**config.mk**
```make
export PLATFORM = sky130hd
export DESIGN_NAME = vehicle_sensor_conditioner_flat
export DESIGN_NICKNAME = d
export VERILOG_FILES = /design/src/rtl/vehicle_sensor_conditioner_pkg.sv /design/src/rtl/vehicle_sensor_conditioner_if.sv /design/src/rtl/vehicle_sensor_conditioner_sync_debounce.sv /design/src/rtl/vehicle_sensor_conditioner.sv /design/src/flat_wrapper.sv
export SDC_FILE = /design/constraint.sdc
export NUM_CORES = 1
export LEC_CHECK = 0
export ABC_AREA = 1
export BUFFER_PORTS_ARGS = -buffer_cell sky130_fd_sc_hd__buf_2
export CORE_MARGIN = 8
export CORE_UTILIZATION = 50
export CTS_BUF_LIST = sky130_fd_sc_hd__clkbuf_4 sky130_fd_sc_hd__clkbuf_8
export CTS_CLUSTER_DIAMETER = 60
export DETAILED_ROUTE_END_ITERATION = 10
export HOLD_SLACK_MARGIN = 0.06
export PLACE_DENSITY = 0.72
export SLEW_MARGIN = 0
export SYNTH_ARGS = -nofsm -noshare
export SYNTH_HDL_FRONTEND = slang
export SYNTH_HIERARCHICAL = 1
export SYNTH_SLANG_ARGS = --single-unit
```
**constraint.sdc**
```tcl
create_clock -name clk -period 2.1 [get_ports clk]
set_input_delay 0.42 -clock clk [delete_from_list [all_inputs] [get_ports clk]]
set_output_delay 0.42 -clock clk [all_outputs]
set_load 0.01 [all_outputs]
```
**src/rtl/vehicle_sensor_conditioner_pkg.sv**
```systemverilog
`default_nettype none
// +----------------------------------------------------------------------+
// | vehicle_sensor_conditioner_pkg                                       |
// | Shared lamp encoding and request-FSM state type for the side-street  |
// | vehicle sensor conditioner.                                          |
// | Revision: 1.0 - initial release                                      |
// +----------------------------------------------------------------------+
package vehicle_sensor_conditioner_pkg;

  // Lamp encoding shared with the traffic light controller; 2'b11 is unused
  // and is treated as not-green everywhere.
  localparam logic [1:0] RED    = 2'b00;
  localparam logic [1:0] YELLOW = 2'b01;
  localparam logic [1:0] GREEN  = 2'b10;

  typedef enum logic [1:0] {
    IDLE    = 2'd0,
    PENDING = 2'd1,
    SERVING = 2'd2
  } sensor_state_t;

  function automatic logic is_green(input logic [1:0] light);
    return light == GREEN;
  endfunction

endpackage
`default_nettype wire

```
**src/rtl/vehicle_sensor_conditioner_if.sv**
```systemverilog
`default_nettype none
// +----------------------------------------------------------------------+
// | vehicle_sensor_conditioner_if                                        |
// | Loop-detector input, side-street lamp input and the conditioned      |
// | request/status outputs, bundled for the conditioner.                 |
// | Revision: 1.0 - initial release                                      |
// +----------------------------------------------------------------------+
interface vehicle_sensor_conditioner_if #(
  parameter int CNT_W = 8
);
  logic             loop_raw;
  logic [1:0]       side_light;
  logic             sensor;
  logic             fault;
  logic [CNT_W-1:0] vehicle_count;

  // Environment side: drives the detector and lamp, observes the request.
  modport master (
    output loop_raw, side_light,
    input  sensor, fault, vehicle_count
  );

  // Conditioner side.
  modport slave (
    input  loop_raw, side_light,
    output sensor, fault, vehicle_count
  );
endinterface
`default_nettype wire

```
**src/rtl/vehicle_sensor_conditioner_sync_debounce.sv**
```systemverilog
`default_nettype none
// +----------------------------------------------------------------------+
// | sync_debounce                                                        |
// | Two-flop synchroniser followed by a stability-count debouncer.       |
// | Produces the debounced level and a one-cycle rising-edge pulse.      |
// | Revision: 1.0 - initial release                                      |
// +----------------------------------------------------------------------+
module sync_debounce #(
  parameter int DEBOUNCE = 4
) (
  input  wire logic clk,
  input  wire logic reset,
  input  wire logic d_async,
  output logic      level,
  output logic      rise
);

  localparam int CW = (DEBOUNCE < 2) ? 1 : $clog2(DEBOUNCE);

  logic          meta;
  logic          synced;
  logic          level_q;
  logic [CW-1:0] cnt;

  // Two-stage synchroniser for the asynchronous detector contact.
  always_ff @(posedge clk or posedge reset) begin
    if (reset) begin
      meta   <= 1'b0;
      synced <= 1'b0;
    end else begin
      meta   <= d_async;
      synced <= meta;
    end
  end

  // The level only follows the synced input after DEBOUNCE consecutive
  // disagreeing samples; any agreeing sample restarts the count.
  always_ff @(posedge clk or posedge reset) begin
    if (reset) begin
      level <= 1'b0;
      cnt   <= '0;
    end else if (synced == level) begin
      cnt <= '0;
    end else if (cnt == CW'(DEBOUNCE - 1)) begin
      level <= synced;
      cnt   <= '0;
    end else begin
      cnt <= cnt + 1'b1;
    end
  end

  // Delayed copy of the level for edge detection.
  always_ff @(posedge clk or posedge reset) begin
    if (reset) level_q <= 1'b0;
    else       level_q <= level;
  end

  assign rise = level & ~level_q;

endmodule
`default_nettype wire

```
**src/rtl/vehicle_sensor_conditioner.sv**
```systemverilog
`default_nettype none
// +----------------------------------------------------------------------+
// | vehicle_sensor_conditioner                                           |
// | Turns the raw side-street loop contact into a latched request held   |
// | until the side street is served; counts arrivals and forces a        |
// | fail-safe recall when the detector appears stuck on.                 |
// | Revision: 1.0 - initial release                                      |
// +----------------------------------------------------------------------+
module vehicle_sensor_conditioner
  import vehicle_sensor_conditioner_pkg::*;
#(
  parameter int DEBOUNCE     = 4,
  parameter int STUCK_CYCLES = 1024,
  parameter int CNT_W        = 8
) (
  input wire logic                   clk,
  input wire logic                   reset,
  vehicle_sensor_conditioner_if.slave bus
);

  localparam int SCNT_W = $clog2(STUCK_CYCLES + 1);

  logic             det;
  logic             det_rise;
  logic             green;
  sensor_state_t    state;
  sensor_state_t    state_next;
  logic [SCNT_W-1:0] scnt;
  logic             fault_q;
  logic             fault_set;
  logic             sensor_q;
  logic [CNT_W-1:0] count_q;

  sync_debounce #(
    .DEBOUNCE (DEBOUNCE)
  ) u_sync_debounce (
    .clk     (clk),
    .reset   (reset),
    .d_async (bus.loop_raw),
    .level   (det),
    .rise    (det_rise)
  );

  assign green = is_green(bus.side_light);

  // Request FSM state register.
  always_ff @(posedge clk or posedge reset) begin
    if (reset) state <= IDLE;
    else       state <= state_next;
  end

  // Request FSM transitions: a request is held until green, and re-raised
  // after green if the vehicle is still on the loop.
  always_comb begin
    state_next = state;
    case (state)
      IDLE:    if (det_rise) state_next = PENDING;
      PENDING: if (green)    state_next = SERVING;
      SERVING: if (!green)   state_next = det ? PENDING : IDLE;
      default:               state_next = IDLE;
    endcase
  end

  // Stuck-detector timer: continuous debounced-high cycles, saturating.
  always_ff @(posedge clk or posedge reset) begin
    if (reset)                                scnt <= '0;
    else if (!det)                            scnt <= '0;
    else if (scnt != SCNT_W'(STUCK_CYCLES))   scnt <= scnt + 1'b1;
  end

  // Fault rises on the same edge the timer reaches its limit.
  assign fault_set = det && (scnt == SCNT_W'(STUCK_CYCLES - 1));

  // Sticky fault flag; only reset clears it.
  always_ff @(posedge clk or posedge reset) begin
    if (reset) fault_q <= 1'b0;
    else       fault_q <= fault_q | fault_set;
  end

  // Registered request: pending state, or a permanent recall once faulted.
  always_ff @(posedge clk or posedge reset) begin
    if (reset) sensor_q <= 1'b0;
    else       sensor_q <= (state_next == PENDING) | fault_q | fault_set;
  end

  // Saturating arrival counter.
  always_ff @(posedge clk or posedge reset) begin
    if (reset)                           count_q <= '0;
    else if (det_rise && (count_q != '1)) count_q <= count_q + 1'b1;
  end

  assign bus.sensor        = sensor_q;
  assign bus.fault         = fault_q;
  assign bus.vehicle_count = count_q;

endmodule
`default_nettype wire

```
**src/flat_wrapper.sv**
```systemverilog
// flat-port wrapper written by rule: the top's interface ports become plain ports
module vehicle_sensor_conditioner_flat import vehicle_sensor_conditioner_pkg::*;
#(
  parameter int DEBOUNCE     = 4,
  parameter int STUCK_CYCLES = 1024,
  parameter int CNT_W        = 8
)
  (clk, reset, bus_loop_raw, bus_side_light, bus_sensor, bus_fault, bus_vehicle_count);
  vehicle_sensor_conditioner_if #(.CNT_W(CNT_W)) bus_i ();
  input wire logic clk;
  input wire logic reset;
  input wire logic [$bits(bus_i.loop_raw)-1:0] bus_loop_raw;
  input wire logic [$bits(bus_i.side_light)-1:0] bus_side_light;
  output wire logic [$bits(bus_i.sensor)-1:0] bus_sensor;
  output wire logic [$bits(bus_i.fault)-1:0] bus_fault;
  output wire logic [$bits(bus_i.vehicle_count)-1:0] bus_vehicle_count;
  assign bus_i.loop_raw = bus_loop_raw;
  assign bus_i.side_light = bus_side_light;
  assign bus_sensor = bus_i.sensor;
  assign bus_fault = bus_i.fault;
  assign bus_vehicle_count = bus_i.vehicle_count;
  vehicle_sensor_conditioner #(.DEBOUNCE(DEBOUNCE), .STUCK_CYCLES(STUCK_CYCLES), .CNT_W(CNT_W)) u_core (.clk(clk), .reset(reset), .bus(bus_i));
endmodule
```
Word-level counts from Yosys, hierarchy flattened

Cells that the tools add are included.
W data, S select, Z words.

Register bits: 29
Output and inout port bits: 10
Word-level logic and storage cells: 42

$add $sub $neg: 3
Equal/unequal tests: 10
Mux-type cells: 9
Bitwise logic cells: 6
Reduce and logical (&&, ||, !) cells: 4

Operators with widths:

| kind                    | count |
|---|---|
| $mux W11                | 2 |
| $add A11 B1 Y11 const B | 1 |
| $eq A11 B10 Y1 const B  | 1 |
| $ne A11 B11 Y1 const B  | 1 |
| $mux W2                 | 5 |
| $add A8 B1 Y8 const B   | 1 |
| $ne A8 B8 Y1 const B    | 1 |
| $eq A2 B2 Y1 const B    | 3 |
| $pmux W2 S3             | 1 |
| $eq A2 B1 Y1 const B    | 2 |
| $or A1 B1 Y1            | 3 |
| $add A2 B1 Y2 const B   | 1 |
| $logic_and A1 B1 Y1     | 2 |
| $logic_not A2 Y1        | 1 |
| $ne A2 B1 Y1 const B    | 1 |
| $not A1 Y1              | 2 |
| $reduce_and A2 Y1       | 1 |
| $and A1 B1 Y1           | 1 |
| $eq A1 B1 Y1            | 1 |
| $mux W1                 | 1 |

Depth between registers and ports, before layout

Word-level depth: 7
Gate-level depth with buffers: 7
Depth with buffers taken out: 7

By module

Netlist, hierarchy kept.

Modules (own cells, without submodules):

| module                     | times used | cells each | area each (µm²) | seq. area each (µm²) |
|---|---|---|---|---|
| vehicle_sensor_conditioner | 1          | 169        | 1283.7          | 575.6 |
| sync_debounce              | 1          | 20         | 215.2           | 150.1 |

Worst setup path before layout

Ideal clock, no wire load.

Kind: register to register
From: register u_core.count_q[0] (netlist: u_core/bus.vehicle_count[0])
To: register u_core.count_q[3] (netlist: u_core/bus.vehicle_count[3])
Library setup time: 76 ps
Arrival time: 1228 ps
Slack: 796 ps
Stages on the path, launching flop included: 7
Buffers on the path: 0
Period minus slack after synthesis: 1304 ps
Path through: dfrtp_1 -> ha_1 -> inv_1 -> nor2_2 -> a21oi_2 -> nand2_1 -> o21ai_1

Longest elaborated chain between the ends: 2
Elaborated cells on any way between the ends: 3

RTL lines:

| what                                                  | RTL line                         | text |
|---|---|---|
| start: declaration                                    | vehicle_sensor_conditioner.sv:32 | `logic [CNT_W-1:0] count_q;` |
| start signal: assignment                              | vehicle_sensor_conditioner.sv:89 | `else if (det_rise && (count_q != '1)) count_q <= count_q + 1'b1;` |
| branches (longest 2 deep; another with $add A8 B1 Y8) | -                                |  |

Several ways; the timed one is not identified.
A chain may end at the register's enable or synchronous reset.

Worst setup path after layout

From: register u_core.count_q[0] (netlist: u_core/bus.vehicle_count[0])
To: register u_core.count_q[4] (netlist: u_core/bus.vehicle_count[4])

Same word-level chain as after synthesis.

==> results.sh <==
export IMPL_status="completed"
export IMPL_final_common_cell="nand2_1"
export IMPL_fin_nets=221
export IMPL_antenna_cells=0
export IMPL_synth_edff_count=0
export IMPL_setup_violations=0
export IMPL_yosys_warnings=6
export IMPL_start_kind="flip-flop"
export IMPL_hp_class="in2reg"
export IMPL_grt_max_degree=24
export IMPL_p_seq_share_pct=47.5
export IMPL_ios=15
export IMPL_p_sw_share_pct=38.8
export IMPL_grt_remaining_overflow=0
export IMPL_gp_congestion=0.835
export IMPL_busiest_layer="met2"
export IMPL_fp_dieArea_mm2=0.00501
export IMPL_rsz0062_at_grt="false"
export IMPL_antenna_found_initial=0
export IMPL_vdd_drop_max_uv=500
export IMPL_ctsHoldBuffers=1
export IMPL_clkPwrFrac_pct=20.3
export IMPL_tritoncts="built"
export IMPL_area_growth_pct=12.4
export IMPL_port_buffers=14
export IMPL_syn_nets=198
export IMPL_die_height_um=70.8
export IMPL_hold_viol_final=0
export IMPL_critPathKind="reg2reg"
export IMPL_routed_wl_mm=2.84
export IMPL_grt_util_met2_pct=21.5
export IMPL_syn_area_mm2=0.00150
export IMPL_yosys_register_bits=29
export IMPL_synth_main_ff_cell="dfrtp_1"
export IMPL_cts_max_path_buffers=2
export IMPL_dp_cells=237
export IMPL_worstPathMaxFanout=8
export IMPL_fin_skew_ps=3.01
export IMPL_die_w_um=70.8
export IMPL_synth_cell_types=23
export IMPL_path_clk_slew_ps=90
export IMPL_num_vias=1237
export IMPL_drt_iter0_drc=114
export IMPL_power_density_mw_per_mm2=993
export IMPL_layout_common_cells="nand2_1, inv_1, dfrtp_1, nor2_1, buf_2"
export IMPL_first_pass_iters=4
export IMPL_globalRouteMet3Util_pct=6.07
export IMPL_wire_per_inst_um=11.5
export IMPL_min_from="bus_loop_raw"
export IMPL_cts_setup_buffers=0
export IMPL_syn_inst=189
export IMPL_critPathCaptureType="flip-flop"
export IMPL_p_leak_nw=0.917
export IMPL_grt_pass1_vias=1216
export IMPL_grt_pass1_wl_mm=5.11
export IMPL_synth_top_area_share_pct=48.4
export IMPL_async_flop_share_pct=100
export IMPL_yosysTopAreaCell="dfrtp_1"
export IMPL_clk_latency_ps=330
export IMPL_layout_drive_gt1_share_pct=16.0
export IMPL_syn_area_per_cell_um2=7.93
export IMPL_arrival_ps=1690
export IMPL_vias_per_cell=5.03
export IMPL_cts_resized_gates=0
export IMPL_ant_nets=0
export IMPL_cp_required_ps=2360
export IMPL_cp_startpoint="u_core/bus.vehicle_count[0]"
export IMPL_grtUsageTotal_pct=12.6
export IMPL_period_needed_ps=1430
export IMPL_cts_root_buf="clkbuf_4"
export IMPL_fin_crit_sh_pct=68.0
export IMPL_drc=0
export IMPL_relSlewSlack_pct=71.8
export IMPL_power_switching_uw=649
export IMPL_core_area_mm2=0.00295
export IMPL_htreeDepth=2
export IMPL_gr_usage_met1_pct=13.1
export IMPL_synthTopCellsByArea="dfrtp_1, nand2_1, inv_1"
export IMPL_cts_made_buffers=5
export IMPL_tightest_slew_ps=423
export IMPL_dp_hpwl_mm=2.11
export IMPL_max_cap_viol_count=0
export IMPL_cts_sinks=29
export IMPL_finalNonFillerCells=246
export IMPL_num_rows=20
export IMPL_setup_tns_ps=0
export IMPL_finalMaxSlewViolations=0
export IMPL_start_util_pct=50.8
export IMPL_ys_seq_area_share_pct=48.4
export IMPL_comb_power_share_pct=32.2
export IMPL_rr_startpoint="u_core/bus.vehicle_count[0]"
export IMPL_internal_power_mw=1.02
export IMPL_max_freq_ghz=0.700
## synthesized netlist by cell type (2+ instances only)
library cell and instances:
nand2_1 53, inv_1 31, dfrtp_1 29, nor2_1 20
nand3_1 13, nand4_1 6, a21oi_1 4, ha_1 4
xor2_1 4, nand2_2 3, nor2_2 3, o21ai_0 3
o21ai_1 3, xnor2_1 3, nand3b_1 2
## metal layers
metal  wire length (um)  share of wire [%]
met1               1250                 44
met2               1390                 49
met3                158                5.6
met4                 36                1.3
met5                  0                  0
## critical path: stages, from the launching register on
cell and delay (ps):
dfrtp_1 460, ha_1 290, inv_1 90, nor2_2 50
a21oi_2 310, nand2_1 90, o21ai_1 80
## area by class of cell
| type | instances | area, um2 |
|---|---|---|
| Clock buffer | 6 | 45.0 |
| Clock inverter | 2 | 10.0 |
| Fill cell | 274 | 1270 |
| Inverter | 31 | 116 |
| Multi-Input combinational cell | 128 | 652 |
| Sequential cell | 29 | 726 |
| Tap cell | 33 | 41.3 |
| Timing Repair Buffer | 17 | 95.1 |
## power groups by stage
stage          Combinational, mW  Clock, mW  Sequential [mW]
4_1_cts                    0.545      0.353            0.796
2_1_floorplan              0.366          0            0.811
3_5_place_dp               0.541          0            0.807
6_report                   0.539      0.339            0.795
5_1_grt                    0.624      0.378            0.815
3_3_place_gp               0.527          0            0.793
## final timing paths
path / to / depth (start not counted) / slack, ps
worst max-delay path: u_core/bus.vehicle_count[4] / 6 / 670
min in group asynchronous: u_core/u_sync_debounce/level_q / 3 / 550
worst min-delay path: u_core/u_sync_debounce/meta / 1 / 190
worst max register to register: u_core/bus.vehicle_count[4] / 6 / 670
worst min register to register: u_core/u_sync_debounce/synced / 0 / 360
max in group asynchronous: u_core/scnt[2] / 4 / 1200
## kinds of logic (layout without fill, tap and decap cells)
group	Yosys count	in the layout	synth area share (%)
AND/OR/NAND/NOR	106	106	32.1
AO/OA/AOI/OAI	11	11	3.92
buffers and inverters	32	56	8.10
XOR/XNOR	7	7	4.09
flip-flops	29	29	48.4
adder cells (fa/ha/maj)	4	4	3.34
## through the flow
step	cell area (um2)	util (%)	power, mW	hold slack [ps]	setup WS (ps)
after floorplan	1500	-	1.18	211	796
after global placement	1620	54.9	1.32	332	752
after detailed placement	1620	54.9	1.35	343	691
after CTS	1690	57.1	1.69	175	670
after global routing	1690	57.1	1.82	163	499
final	1690	57.1	1.67	189	671
## state kept, by name, summed over array words and instances (netlist names)
signal                          cells
u_core/bus.fault                    1
u_core/bus.sensor                   1
u_core/bus.vehicle_count            8
u_core/scnt                        11
u_core/state                        2
u_core/u_sync_debounce/cnt          2
u_core/u_sync_debounce/level        1
u_core/u_sync_debounce/level_q      1
u_core/u_sync_debounce/meta         1
u_core/u_sync_debounce/synced       1
Note: power is estimated with default switching activity, not from simulation.
